File: config.mk
export PLATFORM = sky130hd
export DESIGN_NAME = uart_tx_arbiter
export DESIGN_NICKNAME = d
export VERILOG_FILES = /design/src/rtl/uart_pkg.sv /design/src/rtl/rr_arbiter.sv /design/src/rtl/uart_tx_arbiter.sv
export SDC_FILE = /design/constraint.sdc
export NUM_CORES = 1
export LEC_CHECK = 0
export ABC_AREA = 1
export CORE_MARGIN = 1.5
export CORE_UTILIZATION = 32
export DETAILED_ROUTE_END_ITERATION = 6
export GPL_ROUTABILITY_DRIVEN = 1
export PLACE_DENSITY = 0.64
export SETUP_SLACK_MARGIN = 0.4
export SYNTH_ARGS = -nofsm -noshare
export SYNTH_HDL_FRONTEND = slang
export SYNTH_HIERARCHICAL = 1
export SYNTH_SLANG_ARGS = --single-unit
File: constraint.sdc
create_clock -name iClk -period 3 [get_ports iClk]
set_input_delay 0.45 -clock iClk [delete_from_list [all_inputs] [get_ports iClk]]
set_output_delay 0.45 -clock iClk [all_outputs]
set_load 0.02 [all_outputs]
File: src/rtl/uart_pkg.sv
// rtl/uart_pkg.sv - shared types and constants for the uart_tx arbiter slice
//
// Contents:
//   state_e      sequencer state encoding (IDLE, SEND, WAIT, DONE)
//   CLK_FREQ     default system clock frequency in Hz
//   BAUD_RATE    default serial line rate
//   len_width()  width of a length field able to hold 0..nbytes
package uart_pkg;

  typedef enum logic [1:0] {
    IDLE = 2'd0,
    SEND = 2'd1,
    WAIT = 2'd2,
    DONE = 2'd3
  } state_e;

  localparam int CLK_FREQ  = 125_000_000;
  localparam int BAUD_RATE = 115_200;

  // One extra bit so that a full-length message (== nbytes) is representable.
  function automatic int len_width(input int nbytes);
    return $clog2(nbytes) + 1;
  endfunction

endpackage

File: src/rtl/rr_arbiter.sv
// rtl/rr_arbiter.sv - combinational round-robin request selector
//
// Ports:
//   iReq  [NREQ-1:0]   request vector
//   iPtr  [PTR_W-1:0]  index holding highest priority this round (< NREQ)
//   oGnt  [NREQ-1:0]   one-hot grant, all zero when no request
//   oIdx  [PTR_W-1:0]  index of the granted requester (0 when none)
module rr_arbiter #(
  parameter int NREQ  = 2,
  parameter int PTR_W = $clog2(NREQ)
) (
  input  logic [NREQ-1:0]  iReq,
  input  logic [PTR_W-1:0] iPtr,
  output logic [NREQ-1:0]  oGnt,
  output logic [PTR_W-1:0] oIdx
);

  // One extra bit: iPtr + i reaches at most 2*NREQ-2 before wrapping.
  logic [PTR_W:0] cand;
  logic           found;

  always_comb begin
    oGnt  = '0;
    oIdx  = '0;
    found = 1'b0;
    cand  = '0;
    for (int i = 0; i < NREQ; i++) begin
      cand = {1'b0, iPtr} + (PTR_W + 1)'(i);
      if (cand >= (PTR_W + 1)'(NREQ)) begin
        cand = cand - (PTR_W + 1)'(NREQ);
      end
      if (!found && iReq[cand[PTR_W-1:0]]) begin
        found                  = 1'b1;
        oGnt[cand[PTR_W-1:0]]  = 1'b1;
        oIdx                   = cand[PTR_W-1:0];
      end
    end
  end

endmodule

File: src/rtl/uart_tx_arbiter.sv
// rtl/uart_tx_arbiter.sv - round-robin arbiter and byte sequencer sharing one uart_tx
//
// Ports:
//   iClk, iRst   clock, asynchronous active-high reset
//   iReq         per-requester level request, held until its oDone bit pulses
//   iData        NREQ messages of NBYTES bytes; requester k at [k*NBYTES*8 +: NBYTES*8]
//   iLen         NREQ byte counts; requester k at [k*LEN_W +: LEN_W]
//   oGnt         one-hot grant held for the whole message (through the DONE cycle)
//   oDone        one-cycle pulse on the granted bit when the message completes
//   oBusy        high whenever the sequencer is not idle
//   oTxStart     one-cycle start pulse per byte to uart_tx
//   oTxByte      byte to uart_tx, held until the next byte is issued
//   iTxBusy      uart_tx busy
//   iTxDone      uart_tx byte-complete pulse
module uart_tx_arbiter
  import uart_pkg::*;
#(
  parameter int NREQ   = 2,
  parameter int NBYTES = 8,
  parameter int LEN_W  = len_width(NBYTES)
) (
  input  logic                     iClk,
  input  logic                     iRst,
  input  logic [NREQ-1:0]          iReq,
  input  logic [NREQ*NBYTES*8-1:0] iData,
  input  logic [NREQ*LEN_W-1:0]    iLen,
  output logic [NREQ-1:0]          oGnt,
  output logic [NREQ-1:0]          oDone,
  output logic                     oBusy,
  output logic                     oTxStart,
  output logic [7:0]               oTxByte,
  input  logic                     iTxBusy,
  input  logic                     iTxDone
);

  localparam int PTR_W = $clog2(NREQ);
  localparam int BUF_W = NBYTES * 8;
  localparam logic [LEN_W-1:0] LEN_MAX = LEN_W'(NBYTES);

  state_e             state_q, state_d;
  logic [NREQ-1:0]    gnt_q, gnt_d;
  logic [PTR_W-1:0]   idx_q, idx_d;
  logic [PTR_W-1:0]   ptr_q, ptr_d;
  logic [BUF_W-1:0]   buf_q, buf_d;
  logic [LEN_W-1:0]   len_q, len_d;
  logic [LEN_W-1:0]   cnt_q, cnt_d;
  logic               tx_start_q, tx_start_d;
  logic [7:0]         tx_byte_q, tx_byte_d;

  logic [NREQ-1:0]    arb_gnt;
  logic [PTR_W-1:0]   arb_idx;
  logic [BUF_W-1:0]   req_data;
  logic [LEN_W-1:0]   req_len;

  rr_arbiter #(
    .NREQ  (NREQ),
    .PTR_W (PTR_W)
  ) u_rr_arbiter (
    .iReq (iReq),
    .iPtr (ptr_q),
    .oGnt (arb_gnt),
    .oIdx (arb_idx)
  );

  assign req_data = iData[int'(arb_idx) * BUF_W +: BUF_W];
  assign req_len  = iLen[int'(arb_idx) * LEN_W +: LEN_W];

  always_ff @(posedge iClk or posedge iRst) begin
    if (iRst) begin
      state_q    <= IDLE;
      gnt_q      <= '0;
      idx_q      <= '0;
      ptr_q      <= '0;
      buf_q      <= '0;
      len_q      <= '0;
      cnt_q      <= '0;
      tx_start_q <= 1'b0;
      tx_byte_q  <= '0;
    end else begin
      state_q    <= state_d;
      gnt_q      <= gnt_d;
      idx_q      <= idx_d;
      ptr_q      <= ptr_d;
      buf_q      <= buf_d;
      len_q      <= len_d;
      cnt_q      <= cnt_d;
      tx_start_q <= tx_start_d;
      tx_byte_q  <= tx_byte_d;
    end
  end

  always_comb begin
    state_d    = state_q;
    gnt_d      = gnt_q;
    idx_d      = idx_q;
    ptr_d      = ptr_q;
    buf_d      = buf_q;
    len_d      = len_q;
    cnt_d      = cnt_q;
    tx_start_d = 1'b0;
    tx_byte_d  = tx_byte_q;

    case (state_q)
      IDLE: begin
        if (|iReq) begin
          gnt_d   = arb_gnt;
          idx_d   = arb_idx;
          buf_d   = req_data;
          len_d   = (req_len > LEN_MAX) ? LEN_MAX : req_len;
          cnt_d   = '0;
          state_d = SEND;
        end
      end
      SEND: begin
        if (cnt_q < len_q) begin
          // Start is registered, so it reaches uart_tx one cycle after busy drops.
          if (!iTxBusy) begin
            tx_start_d = 1'b1;
            tx_byte_d  = buf_q[BUF_W-1 -: 8];
            buf_d      = buf_q << 8;
            cnt_d      = cnt_q + LEN_W'(1);
            state_d    = WAIT;
          end
        end else begin
          state_d = DONE;
        end
      end
      WAIT: begin
        if (iTxDone) begin
          state_d = SEND;
        end
      end
      DONE: begin
        gnt_d   = '0;
        ptr_d   = (idx_q == PTR_W'(NREQ - 1)) ? '0 : idx_q + PTR_W'(1);
        state_d = IDLE;
      end
      default: begin
        state_d = IDLE;
      end
    endcase
  end

  // Status outputs decode the state register directly so an async reset clears them at once.
  assign oGnt     = gnt_q;
  assign oDone    = (state_q == DONE) ? gnt_q : '0;
  assign oBusy    = (state_q != IDLE);
  assign oTxStart = tx_start_q;
  assign oTxByte  = tx_byte_q;

endmodule

==> impl_metrics.env, run 1 <==
export IMPL_first_pass_iters=4
export IMPL_port_buffers=155
export IMPL_fillers=1469
export IMPL_timing_slew_headroom=0.494
export IMPL_synthToLayoutAreaGrowth_pct=41.3
export IMPL_async_flop_share=1.00
export IMPL_powerDensity_mw_per_mm2=962
export IMPL_routed_wirelength_um=14300
export IMPL_drc=0
export IMPL_worst_ep_required_time_ps=2550
export IMPL_synth_area_leaders="dfrtp_1, nand2_1, a31oi_1"
export IMPL_htreeDepth=3
export IMPL_syn_area_per_cell_um2=6.97
export IMPL_ctsHoldBuffers=0
export IMPL_cts_tree="done"
export IMPL_synth_nets=843
export IMPL_synth_ff_type="dfrtp_1"
export IMPL_wl_per_cell_um=14.1
export IMPL_drt_iter0_drc=353
export IMPL_grt_pass1_wl_um=23900
export IMPL_setup_viol=0
export IMPL_cts_sinks=87
export IMPL_globalplace_congestion=0.791
export IMPL_io_pins=156
export IMPL_setup_worst_path_start_class="flop"
export IMPL_fp_row_count=44
export IMPL_cts_root_buf="clkbuf_16"
export IMPL_period_share=0.710
export IMPL_dieArea_mm2=0.0159
export IMPL_yosys_register_bits=87
export IMPL_first_global_vias=4871
export IMPL_p_switching_uw=2870
export IMPL_internal_power_uw=3740
export IMPL_grt_usage=0.187
export IMPL_worstMarginPinSlew_ps=758
export IMPL_rsz0062_at_grt="false"
export IMPL_synth_area_mm2=0.00486
export IMPL_max_freq_ghz=0.470
export IMPL_seqPwrFrac=0.311
export IMPL_leakage_uw=0.00332
export IMPL_clock_skew_ps=5.38
export IMPL_clock_path_buffers=2
export IMPL_setup_worst_path_end_class="primary output"
export IMPL_nNetsFinal=969
export IMPL_vias_per_cell=4.85
export IMPL_grt_overflow_total=0
export IMPL_cap_viol_max_count=0
export IMPL_die_x_um=126
export IMPL_hold_viol=0
export IMPL_fp_dieH_um=126
export IMPL_ys_types=24
export IMPL_synth_edf_count=0
export IMPL_min_path_type="flop to flop"
export IMPL_pwr_share_comb=0.509
export IMPL_syn_inst=697
export IMPL_vdd_ir_drop_max_mv=0.575
export IMPL_yosysTopAreaCellShare=0.448
export IMPL_cts_resized=0
export IMPL_fin_util=0.467
export IMPL_path_clk_slew_ps=60
export IMPL_setup_worst_path_class="flop to primary output"
export IMPL_antenna_found_initial=0
export IMPL_regArea_mm2=0.00218
export IMPL_swShare=0.434
export IMPL_n_antenna_cell=0
export IMPL_synth_top_area_cell="dfrtp_1"
export IMPL_p_clk_frac=0.180
export IMPL_clk_latency_ps=350
export IMPL_ys_seq_area_frac=0.448
export IMPL_tns_ps=0
export IMPL_cp_arrival_ps=1680
export IMPL_hpwl_um=9540
export IMPL_antenna_left=0
export IMPL_drive_gt1_frac=0.0423
export IMPL_multiInputGateArea_mm2=0.00239
export IMPL_core_area_mm2=0.0147
export IMPL_outcome="finished clean"
export IMPL_vias=4905
export IMPL_fin_crit_ps=2130
export IMPL_grt_start_max_net_pins=88
export IMPL_ys_warn_count=6
export IMPL_drv_slew=0
export IMPL_cts_made_buffers=9
export IMPL_initial_core_util=0.331
export IMPL_crit_fanout=5
export IMPL_post_cts_buffers=0
## layer usage
layer  wire length (um)  track usage  up-vias
met2               6290        0.293      160
met1               6820        0.252     2222
met5                  0            0        -
li1                   -            -     2507
met3                925       0.0395       16
met4                281       0.0778        0
## kinds of logic (layout without fill, tap and decap cells)
kind of cell | after synthesis | after routing | share of synthesized area
mux | 3 | 3 | 0.00618
xor+xnor | 2 | 2 | 0.00361
flops | 87 | 87 | 0.448
compound gates | 78 | 78 | 0.0989
simple gates | 452 | 452 | 0.369
fa+ha+maj | 4 | 4 | 0.0103
buf+inv | 71 | 202 | 0.0636
## flip-flops by register name, summed over array words and instances (netlist names)
signal and flops:
ptr_q 1, oTxStart 1, oGnt 2, oTxByte 8, state_q 2, buf_q 64, idx_q 1, cnt_q 4
len_q 4
## final timing paths
kind,startpoint,end,slack (ps),cells past startpoint
worst max-delay path,state_q[0],oDone[0],870,3
worst min-delay path,buf_q[63],oTxByte[7],470,2
worst max register to register,cnt_q[3],buf_q[36],900,7
worst min register to register,buf_q[63],oTxByte[7],470,2
max in group asynchronous,iRst,cnt_q[3],2050,3
min in group asynchronous,iRst,oTxByte[3],580,3
## placed cells by master, fill, tap and decap left out
| master | Yosys | layout |
|---|---|---|
| nor2_1 | 66 | 66 |
| o22ai_1 | 2 | 2 |
| clkinvlp_4 | 0 | 2 |
| nand2_1 | 313 | 310 |
| inv_2 | 0 | 1 |
| clkbuf_16 | 0 | 9 |
| clkinv_2 | 0 | 4 |
| buf_12 | 0 | 4 |
| o21ai_0 | 7 | 7 |
| nand3b_1 | 1 | 1 |
| nand3_1 | 68 | 68 |
| a21oi_1 | 10 | 10 |
| o21a_1 | 1 | 1 |
| buf_4 | 5 | 6 |
| inv_1 | 20 | 18 |
| nand2_4 | 0 | 1 |
| xor2_1 | 1 | 1 |
| mux2i_1 | 3 | 3 |
| dfrtp_1 | 87 | 87 |
| clkinv_1 | 1 | 1 |
| nand4_1 | 2 | 2 |
| xnor2_1 | 1 | 1 |
| bufinv_16 | 0 | 2 |
| o21ai_4 | 1 | 1 |
| ha_1 | 4 | 4 |
| o21ai_2 | 1 | 1 |
| nand2_2 | 2 | 4 |
| a31oi_1 | 56 | 56 |
| clkdlybuf4s50_1 | 0 | 155 |
## stage by stage
step | hold slack [ps] | instances | total power (uW) | setup WS (ps) | area [um2]
6_report | 468 | 1012 | 6600 | 871 | 6870
5_1_grt | 488 | 1012 | 7200 | 731 | 6870
4_1_cts | 471 | 1012 | 6670 | 846 | 6870
3_5_place_dp | 455 | 996 | 5450 | 642 | 6550
3_3_place_gp | 452 | 996 | 5400 | 718 | 6550
2_1_floorplan | 438 | 697 | 4440 | 1350 | 4860
## critical path: stages, from the launching register on
cell	delay, ps
dfrtp_1	450
nand2_1	160
nor2_1	120
clkdlybuf4s50_1	610
## synth_stat cells (3+ instances only)
master,n
buf_4,5
clkbuf_1,25
o21ai_0,7
buf_2,19
mux2i_1,3
dfrtp_1,87
inv_1,20
nand3_1,68
a21oi_1,10
nand2_1,313
ha_1,4
nor2_1,66
a31oi_1,56
## power groups by stage
| stage | logic, uW | registers, uW | clock network, uW |
|---|---|---|---|
| final | 3360 | 2050 | 1190 |
| after floorplan | 2390 | 2050 | 0 |
| after detailed placement | 3390 | 2070 | 0 |
| after global routing | 3810 | 2120 | 1270 |
| after CTS | 3400 | 2050 | 1220 |
| after global placement | 3340 | 2060 | 0 |
## final cells by class
| type | instances | area share |
|---|---|---|
| multi-input cells | 539 | 0.348 |
| repair buffers | 165 | 0.244 |
| clock buffers | 9 | 0.0328 |
| well taps | 184 | 0.0335 |
| flip-flops and latches | 87 | 0.317 |
| clock inverters | 7 | 0.0128 |
| inverters | 21 | 0.0120 |
(Power assumes the default switching activity.)
==> inputs of run 2 (changes only) <==
- PLACE_DENSITY: 0.64 -> 0.66
- clock period: 3 -> 1.95 ns (I/O delays scaled with it)
==> run 2 against run 1 <==
Die area stayed put. Clock power is 56% higher. Global-route usage up 1.8 points. Critical path depth increased by 7. Final cell count grew 3.2%. Cell area is 14% higher. Clock-buffer cell count increased by 2. Register-to-register slack worse by 600 ps. Sequential share of layout area down 4.0 points. Via count is 9.7% higher. Combinational power up 110%. Critical path type is now flop to flop.
==> impl_metrics.env, run 2 (same netlist as run 1, synthesis figures left out) <==
export IMPL_final_common_cell="nand2_1"
export IMPL_grt_pass1_wl_um=25800
export IMPL_drc=0
export IMPL_hold_viol=0
export IMPL_clock_skew_ps=8.52
export IMPL_dp_slack_ps=15.4
export IMPL_wl_per_cell_um=16.8
export IMPL_worst_ep_required_time_ps=2180
export IMPL_max_freq_ghz=0.607
export IMPL_vdd_ir_drop_max_mv=0.710
export IMPL_period_share=0.845
export IMPL_grt_start_max_net_pins=88
export IMPL_path_clk_slew_ps=60
export IMPL_cp_arrival_ps=1880
export IMPL_leakage_uw=0.00377
export IMPL_setup_worst_path_start_class="flop"
export IMPL_fillers=1416
export IMPL_min_path_type="input port to flop"
export IMPL_htreeDepth=3
export IMPL_setup_worst_path_end_class="flop"
export IMPL_cts_root_buf="clkbuf_16"
export IMPL_cts_made_buffers=9
export IMPL_grt_usage=0.205
export IMPL_globalplace_congestion=0.803
export IMPL_clk_latency_ps=350
export IMPL_drv_slew=0
export IMPL_grt_overflow_total=0
export IMPL_fin_crit_ps=1650
export IMPL_antenna_left=0
export IMPL_vias_per_cell=5.15
export IMPL_cap_viol_max_count=0
export IMPL_ff2ff_setup_slack_ps=300
export IMPL_power_total_uw=12300
export IMPL_setup_viol=0
export IMPL_regMostFlops="buf_q"
export IMPL_drive_gt1_frac=0.162
export IMPL_first_global_vias=5182
export IMPL_outcome="finished clean"
export IMPL_multiInputGateArea_mm2=0.00273
export IMPL_worstMarginPinSlew_ps=490
export IMPL_antenna_found_initial=0
export IMPL_clock_path_buffers=2
export IMPL_port_buffers=155
export IMPL_die_x_um=126
export IMPL_crit_fanout=5
export IMPL_regArea_mm2=0.00218
export IMPL_cts_sinks=87
export IMPL_synthToLayoutAreaGrowth_pct=61.6
export IMPL_initial_core_util=0.331
export IMPL_rsz0062_at_grt="true"
export IMPL_drt_iter0_drc=377
export IMPL_routed_wirelength_um=17600
export IMPL_setup_ws_ps=303
export IMPL_powerDensity_mw_per_mm2=1570
export IMPL_first_pass_iters=4
export IMPL_hpwl_um=9950
export IMPL_n_antenna_cell=0
export IMPL_tns_ps=0
export IMPL_nNetsFinal=1002
export IMPL_cts_tree="done"
export IMPL_setup_worst_path_class="flop to flop"
export IMPL_fp_dieH_um=126
export IMPL_io_pins=156
export IMPL_core_area_mm2=0.0147
export IMPL_dieArea_mm2=0.0159
export IMPL_vias=5379
export IMPL_ctsHoldBuffers=0
export IMPL_largest_register_ffs=64
export IMPL_layout_common_cells="nand2_1, clkdlybuf4s50_1, dfrtp_1, nor2_1, a31oi_1"
export IMPL_timing_slew_headroom=0.673
export IMPL_fp_row_count=44
## run 2: final cells by class
cell class / instances / area share
multi-input cells: 539 / 0.348
repair buffers: 198 / 0.292
flip-flops and latches: 87 / 0.278
clock buffers: 11 / 0.0309
well taps: 184 / 0.0293
inverters: 21 / 0.0135
clock inverters: 4 / 0.00892
## run 2: final timing paths
check,from,to,cells after the start
worst min-delay path,iReq[0],oGnt[0],5
max in group asynchronous,iRst,len_q[3],3
worst max-delay path,cnt_q[3],buf_q[28],10
worst min register to register,buf_q[3],buf_q[3],2
worst max register to register,cnt_q[3],buf_q[28],10
min in group asynchronous,iRst,oTxByte[0],3
## run 2: through the flow
| stage | area, um2 | std cells | hold WS, ps | util |
|---|---|---|---|---|
| 6_report | 7850 | 1044 | 353 | 0.534 |
| 4_1_cts | 7240 | 1029 | 444 | 0.492 |
| 5_1_grt | 7850 | 1044 | 426 | 0.534 |
| 3_5_place_dp | 6680 | 1004 | 458 | 0.454 |
| 2_1_floorplan | 4890 | 697 | 438 | - |
| 3_3_place_gp | 6680 | 1004 | 452 | 0.454 |
## run 2: timing repair
item,CTS,global route
cloned,4,12
hold endpoints to repair,0,0
resized for setup,47,86
setup buffers,6,3
pin swaps,3,41
endpoints found under the setup margin,96,84
## run 2: report_power, final
| part | internal [uW] | switching (uW) | total (uW) | leakage [uW] |
|---|---|---|---|---|
| clock network | 1150 | 717 | 1860 | 0.000155 |
| registers | 2690 | 531 | 3220 | 0.00109 |
| logic | 3110 | 4100 | 7210 | 0.00253 |
## run 2: layer usage
metal | part of all wire | global-route usage | wire [um] | vias to the layer above
met3 | 0.080 | 0.0497 | 1410 | 38
met5 | 0 | 0 | 0 | -
li1 | - | - | - | 2581
met4 | 0.026 | 0.0744 | 463 | 0
met1 | 0.43 | 0.268 | 7490 | 2556
met2 | 0.47 | 0.331 | 8190 | 204
## run 2: critical path, stage by stage, from the launching register on
cell	delay, ps
dfrtp_1	410
ha_4	300
nand2_2	60
inv_2	50
nand2_2	60
nand2_4	100
nand2_8	80
clkbuf_16	170
clkbuf_16	160
nand3_1	60
nand2_1	60
==> inputs of run 3 (changes only) <==
- PLACE_DENSITY: 0.66 -> 0.64
- clock period: 1.95 -> 1.6 ns (I/O delays scaled with it)
==> run 3 against run 2 <==
The run now ends with negative setup slack left. Register-to-register slack worse by 340 ps. Critical endpoint is now buf_q[47]. Critical path depth unchanged. Highest routed layer unchanged. Sequential share of layout area up 0.20 points.
==> impl_metrics.env, run 3 (same netlist as run 1, synthesis figures left out) <==
export IMPL_drive_gt1_frac=0.183
export IMPL_nNetsFinal=1011
export IMPL_drv_slew=0
export IMPL_cts_sinks=87
export IMPL_globalplace_congestion=0.815
export IMPL_core_area_mm2=0.0147
export IMPL_antenna_found_initial=0
export IMPL_powerDensity_mw_per_mm2=1870
export IMPL_leakage_uw=0.00373
export IMPL_vias=5247
export IMPL_setup_worst_path_end_class="flop"
export IMPL_cap_viol_max_count=0
export IMPL_postPlaceCellArea_mm2=0.00691
export IMPL_fillers=1380
export IMPL_worstMarginPinSlew_ps=300
export IMPL_final_cells=1054
export IMPL_period_share=1.02
export IMPL_n_antenna_cell=0
export IMPL_cts_tree="done"
export IMPL_fin_crit_ps=1640
export IMPL_wl_per_cell_um=15.4
export IMPL_startpoint="cnt_q[1]"
export IMPL_hold_viol=0
export IMPL_drt_iter0_drc=342
export IMPL_fin_util=0.530
export IMPL_drc=0
export IMPL_htreeDepth=3
export IMPL_setup_viol=52
export IMPL_grt_overflow_total=0
export IMPL_max_freq_ghz=0.611
export IMPL_reg2reg_from="cnt_q[1]"
export IMPL_multiInputGateArea_mm2=0.00271
export IMPL_tns_ps=-741
export IMPL_clock_path_buffers=2
export IMPL_first_global_vias=5024
export IMPL_grt_pass1_wl_um=25200
export IMPL_grt_start_max_net_pins=63
export IMPL_fp_row_count=44
export IMPL_cp_arrival_ps=1870
export IMPL_outcome="complete, but fails checks"
export IMPL_regArea_mm2=0.00218
export IMPL_regMostFlops="buf_q"
export IMPL_setup_ws_ps=-37.7
export IMPL_vias_per_cell=4.98
export IMPL_cts_made_buffers=9
export IMPL_antenna_left=0
export IMPL_failed_checks="negative setup slack"
export IMPL_crit_fanout=9
export IMPL_die_x_um=126
export IMPL_port_buffers=155
export IMPL_grt_usage=0.199
export IMPL_rsz0062_at_grt="true"
export IMPL_timing_slew_headroom=0.799
export IMPL_clock_skew_ps=4.66
export IMPL_worst_ep_required_time_ps=1830
export IMPL_synthToLayoutAreaGrowth_pct=60.4
export IMPL_final_common_cell="nand2_1"
export IMPL_ctsHoldBuffers=0
export IMPL_initial_core_util=0.331
export IMPL_hpwl_um=10100
export IMPL_setup_worst_path_start_class="flop"
export IMPL_setup_worst_path_class="flop to flop"
export IMPL_min_path_type="input port to async pin"
export IMPL_vdd_ir_drop_max_mv=1.05
export IMPL_io_pins=156
export IMPL_largest_register_ffs=64
export IMPL_routed_wirelength_um=16200
export IMPL_clk_latency_ps=340
export IMPL_path_clk_slew_ps=60
export IMPL_final_area_mm2=0.00779
export IMPL_cts_root_buf="clkbuf_16"
export IMPL_dpl_cell_count=1020
export IMPL_dieArea_mm2=0.0159
export IMPL_layout_common_cells="nand2_1, clkdlybuf4s50_1, dfrtp_1, nor2_1, a31oi_1"
export IMPL_first_pass_iters=4
export IMPL_fp_dieH_um=126
## run 3: cell types whose count changed in the layout (fill, tap and decap cells not counted), moves of 5 or more
cell | before | now
a31oi_1 | 51 | 56
a31oi_2 | 5 | 0
buf_12 | 9 | 16
buf_2 | 1 | 11
buf_4 | 10 | 20
clkbuf_16 | 19 | 14
dlygate4sd2_1 | 12 | 2
nand2_1 | 285 | 273
nand2_2 | 19 | 33
nand3_1 | 42 | 47
nand3_2 | 26 | 19
## run 3: critical path, cell delays in order, from the launching register on
cell and delay, ps:
dfrtp_1 400, ha_1 290, nand2_1 90, nand2_2 70, nand2_4 80, nand2_4 70, nand2_8 100, nand2_8 110
clkbuf_16 200, nand2_1 60, nand2_1 50
## run 3: report_power, final
part           switching, uW  internal [uW]
clock network            858           1130
logic                   4840           3850
registers                635           3280
total                   6340           8260
## run 3: timing repair
item / CTS / global route
pin swaps: 8 / 10
resized for setup: 85 / 69
gates cloned: 5 / 7
setup buffers: 4 / 2
setup endpoints to repair: 100 / 90
## run 3: layer usage
metal	vias to the layer above	track usage	wire [um]
met2	194	0.331	7710
li1	2598	-	-
met5	-	0	0
met4	0	0.0548	248
met3	22	0.0552	1250
met1	2433	0.256	6990
## run 3: path summary, 6_finish.rpt
check	slack [ps]	end	cells past startpoint
setup / recovery	-40	buf_q[47]	10
hold / removal	200	buf_q[60]	2
setup reg to reg	-40	buf_q[47]	10
hold reg to reg	470	oTxByte[4]	2
max in group asynchronous	890	buf_q[19]	3
min in group iClk	470	oTxByte[4]	2
## run 3: final cells by class
class                      count  share of cell area
clock buffer                  13              0.0334
sequential                    87               0.280
tap                          184              0.0295
clock inverter                 3             0.00225
timing repair buffer         207               0.295
multi-input combinational    539               0.347
inverter                      21              0.0127
## run 3: stage by stage
stage / hold slack, ps / setup slack, ps / power (uW)
4_1_cts: 193 / -0.602 / 13500
5_1_grt: 219 / -105 / 15800
2_1_floorplan: 420 / 73.8 / 8560
3_3_place_gp: 449 / -254 / 10800
6_report: 197 / -37.7 / 14600
3_5_place_dp: 459 / -272 / 10900
